[src/rtl/sha256_round_ctrl_if.sv]
// Control bundle between the SHA-256 round controller, the message-schedule
// front end, the round datapath and the digest consumer.
interface sha256_round_ctrl_if;
  logic       start_i;
  logic       blk_valid_i;
  logic       blk_last_i;
  logic       blk_ready_o;
  logic       iv_load_o;
  logic       wv_load_o;
  logic       rnd_en_o;
  logic [5:0] k1_idx_o;
  logic [5:0] k2_idx_o;
  logic       h_acc_o;
  logic       busy_o;
  logic       digest_valid_o;
  logic       digest_ready_i;

  modport slave (
    input  start_i, blk_valid_i, blk_last_i, digest_ready_i,
    output blk_ready_o, iv_load_o, wv_load_o, rnd_en_o, k1_idx_o, k2_idx_o,
           h_acc_o, busy_o, digest_valid_o
  );

  modport master (
    output start_i, blk_valid_i, blk_last_i, digest_ready_i,
    input  blk_ready_o, iv_load_o, wv_load_o, rnd_en_o, k1_idx_o, k2_idx_o,
           h_acc_o, busy_o, digest_valid_o
  );
endinterface

[src/rtl/sha256_round_ctrl.sv]
// Sequencer for a 2-round-unrolled SHA-256 compression datapath: loads H and
// a..h, steps 32 double-rounds of STEP_CYC cycles each, then folds into H.
module sha256_round_ctrl #(
  parameter int STEP_CYC = 1
) (
  input  logic              clk,
  input  logic              rst,
  sha256_round_ctrl_if.slave bus
);
  localparam int SW = (STEP_CYC > 1) ? $clog2(STEP_CYC) : 1;
  localparam logic [SW-1:0] S_LAST = SW'(STEP_CYC - 1);

  typedef enum logic [2:0] {
    IDLE,
    WAIT_BLK,
    ROUND,
    ACC,
    DONE
  } state_t;

  state_t        r_state;
  state_t        w_stateNext;
  logic [4:0]    r_j;
  logic [4:0]    w_jNext;
  logic [SW-1:0] r_s;
  logic [SW-1:0] w_sNext;
  logic          r_last;
  logic          w_lastNext;
  logic          r_ivLoad;
  logic          w_ivLoadNext;
  logic          r_wvLoad;
  logic          w_wvLoadNext;
  logic          w_rndFire;

  // The wv_load cycle is spent in ROUND but must not count as part of a step,
  // so the first double-round completes STEP_CYC cycles after the load.
  assign w_rndFire = (r_state == ROUND) && !r_wvLoad && (r_s == S_LAST);

  always_comb begin
    w_stateNext  = r_state;
    w_jNext      = r_j;
    w_sNext      = r_s;
    w_lastNext   = r_last;
    w_ivLoadNext = 1'b0;
    w_wvLoadNext = 1'b0;
    unique case (r_state)
      IDLE: begin
        if (bus.start_i) begin
          w_stateNext  = WAIT_BLK;
          w_ivLoadNext = 1'b1;
        end
      end
      WAIT_BLK: begin
        if (bus.blk_valid_i) begin
          w_stateNext  = ROUND;
          w_wvLoadNext = 1'b1;
          w_lastNext   = bus.blk_last_i;
          w_jNext      = '0;
          w_sNext      = '0;
        end
      end
      ROUND: begin
        if (w_rndFire) begin
          w_sNext = '0;
          if (r_j == 5'd31) begin
            w_stateNext = ACC;
          end else begin
            w_jNext = r_j + 5'd1;
          end
        end else if (!r_wvLoad) begin
          w_sNext = r_s + SW'(1);
        end
      end
      ACC: begin
        w_stateNext = r_last ? DONE : WAIT_BLK;
      end
      DONE: begin
        if (bus.digest_ready_i) begin
          w_stateNext = IDLE;
        end
      end
      default: begin
        w_stateNext = IDLE;
      end
    endcase
  end

  always_ff @(posedge clk) begin
    if (rst) begin
      r_state  <= IDLE;
      r_j      <= '0;
      r_s      <= '0;
      r_last   <= 1'b0;
      r_ivLoad <= 1'b0;
      r_wvLoad <= 1'b0;
    end else begin
      r_state  <= w_stateNext;
      r_j      <= w_jNext;
      r_s      <= w_sNext;
      r_last   <= w_lastNext;
      r_ivLoad <= w_ivLoadNext;
      r_wvLoad <= w_wvLoadNext;
    end
  end

  assign bus.blk_ready_o    = (r_state == WAIT_BLK);
  assign bus.iv_load_o      = r_ivLoad;
  assign bus.wv_load_o      = r_wvLoad;
  assign bus.rnd_en_o       = w_rndFire;
  assign bus.k1_idx_o       = {r_j, 1'b0};
  assign bus.k2_idx_o       = {r_j, 1'b1};
  assign bus.h_acc_o        = (r_state == ACC);
  assign bus.busy_o         = (r_state != IDLE);
  assign bus.digest_valid_o = (r_state == DONE);
endmodule
[src/flat_wrapper.sv]
// flat-port wrapper written by rule: the top's interface ports become plain ports
module sha256_round_ctrl_flat 
#(
  parameter int STEP_CYC = 1
)
  (clk, rst, bus_start_i, bus_blk_valid_i, bus_blk_last_i, bus_digest_ready_i, bus_blk_ready_o, bus_iv_load_o, bus_wv_load_o, bus_rnd_en_o, bus_k1_idx_o, bus_k2_idx_o, bus_h_acc_o, bus_busy_o, bus_digest_valid_o);
  sha256_round_ctrl_if bus_i ();
  input  logic clk;
  input  logic rst;
  input wire logic [$bits(bus_i.start_i)-1:0] bus_start_i;
  input wire logic [$bits(bus_i.blk_valid_i)-1:0] bus_blk_valid_i;
  input wire logic [$bits(bus_i.blk_last_i)-1:0] bus_blk_last_i;
  input wire logic [$bits(bus_i.digest_ready_i)-1:0] bus_digest_ready_i;
  output wire logic [$bits(bus_i.blk_ready_o)-1:0] bus_blk_ready_o;
  output wire logic [$bits(bus_i.iv_load_o)-1:0] bus_iv_load_o;
  output wire logic [$bits(bus_i.wv_load_o)-1:0] bus_wv_load_o;
  output wire logic [$bits(bus_i.rnd_en_o)-1:0] bus_rnd_en_o;
  output wire logic [$bits(bus_i.k1_idx_o)-1:0] bus_k1_idx_o;
  output wire logic [$bits(bus_i.k2_idx_o)-1:0] bus_k2_idx_o;
  output wire logic [$bits(bus_i.h_acc_o)-1:0] bus_h_acc_o;
  output wire logic [$bits(bus_i.busy_o)-1:0] bus_busy_o;
  output wire logic [$bits(bus_i.digest_valid_o)-1:0] bus_digest_valid_o;
  assign bus_i.start_i = bus_start_i;
  assign bus_i.blk_valid_i = bus_blk_valid_i;
  assign bus_i.blk_last_i = bus_blk_last_i;
  assign bus_i.digest_ready_i = bus_digest_ready_i;
  assign bus_blk_ready_o = bus_i.blk_ready_o;
  assign bus_iv_load_o = bus_i.iv_load_o;
  assign bus_wv_load_o = bus_i.wv_load_o;
  assign bus_rnd_en_o = bus_i.rnd_en_o;
  assign bus_k1_idx_o = bus_i.k1_idx_o;
  assign bus_k2_idx_o = bus_i.k2_idx_o;
  assign bus_h_acc_o = bus_i.h_acc_o;
  assign bus_busy_o = bus_i.busy_o;
  assign bus_digest_valid_o = bus_i.digest_valid_o;
  sha256_round_ctrl #(.STEP_CYC(STEP_CYC)) u_core (.clk(clk), .rst(rst), .bus(bus_i));
endmodule
[config.mk]
export PLATFORM = sky130hd
export DESIGN_NAME = sha256_round_ctrl_flat
export DESIGN_NICKNAME = d
export VERILOG_FILES = /design/src/rtl/sha256_round_ctrl_if.sv /design/src/rtl/sha256_round_ctrl.sv /design/src/flat_wrapper.sv
export SDC_FILE = /design/constraint.sdc
export NUM_CORES = 1
export LEC_CHECK = 0
export ABC_AREA = 1
export ABC_CLOCK_PERIOD_IN_PS = 1800
export BUFFER_PORTS_ARGS = -buffer_cell sky130_fd_sc_hd__buf_2
export CAP_MARGIN = 0
export CORE_MARGIN = 2
export CORE_UTILIZATION = 30
export CTS_BUF_LIST = sky130_fd_sc_hd__clkbuf_8 sky130_fd_sc_hd__clkbuf_16
export DETAILED_ROUTE_END_ITERATION = 6
export PLACE_DENSITY = 0.53
export SYNTH_ARGS = -nofsm -noshare
export SYNTH_HDL_FRONTEND = slang
export SYNTH_SLANG_ARGS = --single-unit
export TNS_END_PERCENT = 100
[constraint.sdc]
create_clock -name clk -period 1.8 [get_ports clk]
set_input_delay 0.36 -clock clk [delete_from_list [all_inputs] [get_ports clk]]
set_output_delay 0.36 -clock clk [all_outputs]
set_load 0.03 [all_outputs]
# Yosys cells after proc, flatten, opt, wreduce, memory -nomap -nowiden
# Cells that the tools add are included.
classes:
  addsub: 2
  n_eq_ne: 12
  n_mux: 17
  n_bitwise: 3
  reduce_logical: 12
op_table:
  columns: ["operator", "count"]
  rows:
  - ["3-bit two-way mux", 6]
  - ["5-bit two-way mux", 3]
  - ["3-bit one-hot mux with 5 select lines", 1]
  - ["2-bit != test, second input constant", 6]
  - ["5-bit one-hot mux with 2 select lines", 1]
  - ["3-bit by 2-bit equality test with 1-bit output, second input constant", 2]
  - ["5-bit by 1-bit adder with 5-bit output, second input constant", 1]
  - ["5-bit equality test, second input constant", 1]
  - ["1-bit two-way mux", 5]
  - ["5-bit AND reduction", 1]
  - ["4-bit AND reduction", 1]
  - ["2-bit OR reduction", 2]
  - ["3-bit by 1-bit equality test with 1-bit output, second input constant", 1]
  - ["3-bit equality test, second input constant", 1]
  - ["3-bit logical NOT", 1]
  - ["3-bit != test, second input constant", 1]
  - ["1-bit inverter", 3]
  - ["3-bit AND reduction", 1]
  - ["3-bit nonzero test", 1]
  - ["1-bit logical AND", 2]
  - ["1-bit one-hot mux with 2 select lines", 1]
  - ["2-bit AND reduction", 1]
  - ["2-bit nonzero test", 1]
  - ["1-bit adder, second input constant", 1]
  - ["1-bit logical NOT", 1]
word_totals:
  ff_bits: 12
  output_inout_bits: 19
  elab_cells: 52

# Logic depth before layout (Yosys ltp)
logic_depth:
  depth_word: 5
  ltp_mapped: 10
  mapped_depth_nobuf: 10

# Worst setup path before layout
# No wires, ideal clock.
synth_timing:
  path_kind: "register -> register"
  from: "register u_core.r_j[0]"
  to: "register u_core.r_j[0]"
  setup_time_ns: 0.114
  arrival_time_ns: 1.559
  required_ns: 1.686
  slack_ns: 0.128
  path_stages_with_launch: 10
  n_path_buf: 0
  synth_period_minus_slack_ns: 1.672
  cell_sequence: "dfxtp_1 ha_1 nand2_1 nor2_1 ha_1 inv_1 a21oi_1 nor2_4 nor2_1 nor2_1"
synth_between:
  elab_chain_len: 4
  elab_cells_between_ends: 7
  classes_between: "1 x add/sub; 2 x eq/ne; 3 x mux; 1 x reduce/logical"
synth_lines:
  columns: ["element", "line", "text"]
  rows:
  - ["from (decl)", "sha256_round_ctrl.sv:23", "logic [4:0] r_j;"]
  - ["from (signal assigned)", "sha256_round_ctrl.sv:98", "r_j <= w_jNext;"]
  - ["5-bit by 1-bit adder with 5-bit output", "sha256_round_ctrl.sv:68", "w_jNext = r_j + 5'd1;"]
  - ["5-bit two-way mux", "sha256_round_ctrl.sv:65", "if (r_j == 5'd31) begin"]
  - ["5-bit two-way mux", "sha256_round_ctrl.sv:63", "if (w_rndFire) begin"]
  - ["5-bit one-hot mux with 2 select lines", "sha256_round_ctrl.sv:46", "unique case (r_state)"]
# Several ways; a longest one is shown, not always the timed one. The select of a mux whose other input is x is not followed.
# A chain may end at the register's enable or synchronous reset.

# Final worst setup path
layout_timing:
  from: "register u_core.r_j[0]"
  to: "register u_core.r_j[3]"
# The elaborated chain is that of the path after synthesis.

==> qor.yml <==
outcome:
  outcome: "finished, final reports clean"
yosys:
  synth_cells: 108
  ys_seq_area_frac: 0.3374
  yosys_warnings: 0
  netlist_area_um2: 711.9
  ys_types: 21
  synth_fp_nets: 116
  synth_area_per_cell_um2: 6.592
  yosys_register_bits: 12
routing:
  drt_wl_total_mm: 1.465
  via_count: 687
  ant_nets: 0
  post-route-drc-count: 0
  drt_iter0_drc: 7
  wl_per_cell_um: 9.452
  via_per_inst: 4.432
  first_pass_iters: 4
clock_tree:
  cts_tree: "done"
  cts_root_buf: "clkbuf_8"
  clock_path_buffers: 2
  clk_pin_slew_ns: 0.06
  cts_resized: 0
  clk_latency_ns: 0.25
  cts_hold_buf: 0
  clock-sinks: 12
  h-tree-depth: 1
  cts_buffers: 3
  cts_setup_buffers: 0
final_layout:
  seq_area_um2: 240.2
  stdcell_count: 155
  layout.nets: 136
  multi_input_comb_area_um2: 359.1
  area_growth_pct: 20.74
  diodes: 0
  post-route-util: 0.3849
  fillers: 262
  drive_gt1_frac: 0.2598
sta:
  period_share: 0.8698
  final.min_clock_period_ns: 1.566
  setup_violations: 0
  worst_slack_ns: 0.2344
  drv_slew: 0
  max_freq_mhz: 638.7
  rsz0062_at_grt: "no"
  finalHoldViolations: 0
  finClkSkew_ns: 0.003340
  tns_ns: 0
critical_path:
  cp.arrival_ns: 1.76
  crit_top_cell: "nand2_1"
  crit_chain: "ha_1 -> nand2_1 -> nor2_1 -> ha_1 -> inv_1 -> a21oi_1 -> nor2_4 -> nand2_1 -> nand2_1 -> nor2_1"
  path_class: "flop to flop"
  critPathMaxFanout: 8
  reg2reg_from: "u_core.r_j[0]"
  slowest_delay_ns: 0.40
  worstSetupStartpointType: "flop"
  critPathSlowestCell: "dfxtp_1"
  cp-startpoint: "u_core.r_j[0]"
  end_kind: "flop"
  critPathRequiredTime_ns: 1.99
floorplan:
  dieArea_um2: 2779
  initial_core_util: 0.3188
  core_area_um2: 2233
  rows: 17
  die_h_um: 52.72
  die_x_um: 52.72
  pin_count: 25
global_route:
  grtUsageTotal: 0.1333
  grt_pass1_wl_mm: 2.649
  grt_pass1_vias: 614
  grt_remaining_overflow: 0
  grt_max_degree: 9
  grt_antenna_before_repair: 0
power:
  net-switching-power_uw: 484.2
  powerDensity_nw_per_um2: 1299
  p_sw_frac: 0.4337
  ir_drop_mv: 0.5674
  p_leak_nw: 0.4467
  power.share.clock: 0.280
  p_int_uw: 632.2
  pwr-share-seq: 0.316
  power.share.combinational: 0.405
placement:
  io_buffer_count: 22
  dp_cells: 151
  dp_hpwl_mm: 1.157
  dp_slack_ns: 0.2431
  place_congestion: 0.7703
min_path:
  hold_start: "bus_start_i"
  hp-class: "primary input to flop"
job:
  drv_cap: 0
## synth_stat cells, drive strengths merged
master | instances | area (um2)
nand2 | 25 | 96.35
nor2 | 19 | 81.33
inv | 16 | 60.06
dfxtp | 12 | 240.2
buf | 7 | 52.55
nand3 | 7 | 47.55
a21oi | 5 | 25.02
nand4 | 5 | 31.28
nor3 | 3 | 15.01
conb | 2 | 7.510
ha | 2 | 25.02
o21ai | 2 | 10.00
o211ai | 1 | 7.510
o22ai | 1 | 6.260
or2 | 1 | 6.260
## sequential cells by signal (all words and copies together) (netlist names)
signal / flops
u_core.bus.iv_load_o: 1
u_core.bus.wv_load_o: 1
u_core.r_j: 5
u_core.r_last: 1
u_core.r_s: 1
u_core.r_state: 3
## placed cells by master, fill, tap and decap left out, types with 2 or more instances in the layout
| cell type | count |
|---|---|
| inv_1 | 14 |
| a21oi_1 | 5 |
| buf_2 | 22 |
| dfxtp_1 | 12 |
| nand3_1 | 6 |
| ha_1 | 2 |
| inv_2 | 2 |
| nand4_1 | 5 |
| nand2_1 | 24 |
| nor2_1 | 17 |
| nor3_1 | 3 |
| conb_1 | 2 |
| clkbuf_8 | 4 |
## layer usage
metal	routed length, um	global-route usage
met5	0	0
met4	16	0.03846
met3	113	0.06000
met2	638	0.2125
met1	697	0.1598
## power by group through the flow
stage | Clock (mW) | Sequential [mW] | Combinational, mW
4_1_cts | 0.317 | 0.354 | 0.457
2_1_floorplan | 0 | 0.410 | 0.326
3_3_place_gp | 0 | 0.357 | 0.459
5_1_grt | 0.332 | 0.361 | 0.506
6_report | 0.312 | 0.352 | 0.452
3_5_place_dp | 0 | 0.359 | 0.455
## kinds of logic after synthesis
logic type	Yosys count	share of synthesized area
other	2	0.01055
flip-flops	12	0.3374
AO/OA/AOI/OAI	9	0.06853
adder cells (fa/ha/maj)	2	0.03514
buffers and inverters	23	0.1582
AND/OR/NAND/NOR	60	0.3902
## critical path: cells and delay by family, from the launching register on
family                   cells  cell delay (ns)
AND/OR/NAND/NOR              6             0.46
buffers and inverters        1             0.06
flip-flops                   1             0.40
AO/OA/AOI/OAI                1             0.21
adder cells (fa/ha/maj)      2             0.37
## path summary, 6_finish.rpt
check / end / cells after the start / slack, ns
max: u_core.r_j[3] / 10 / 0.23
min: u_core.bus.iv_load_o / 3 / 0.36
max reg2reg: u_core.r_j[3] / 10 / 0.23
min reg2reg: u_core.r_last / 2 / 0.49
## per-stage QoR
stage / power [mW] / hold slack [ns] / instance area [um2]
CTS: 1.127 / 0.3562 / 859.6
floorplan: 0.7355 / 0.4291 / 711.9
global route: 1.199 / 0.3803 / 859.6
global placement: 0.8161 / 0.4800 / 804.5
finish: 1.116 / 0.3551 / 859.6
detailed placement: 0.8140 / 0.4847 / 804.5
## layout make-up
| cell class | count | share of cell area |
|---|---|---|
| Clock buffer | 4 | 0.06405 |
| Tap cell | 28 | 0.04076 |
| Multi-Input combinational cell | 73 | 0.4178 |
| Inverter | 16 | 0.06987 |
| Sequential cell | 12 | 0.2795 |
| Timing Repair Buffer | 22 | 0.1281 |
(Power assumes the default switching activity.)
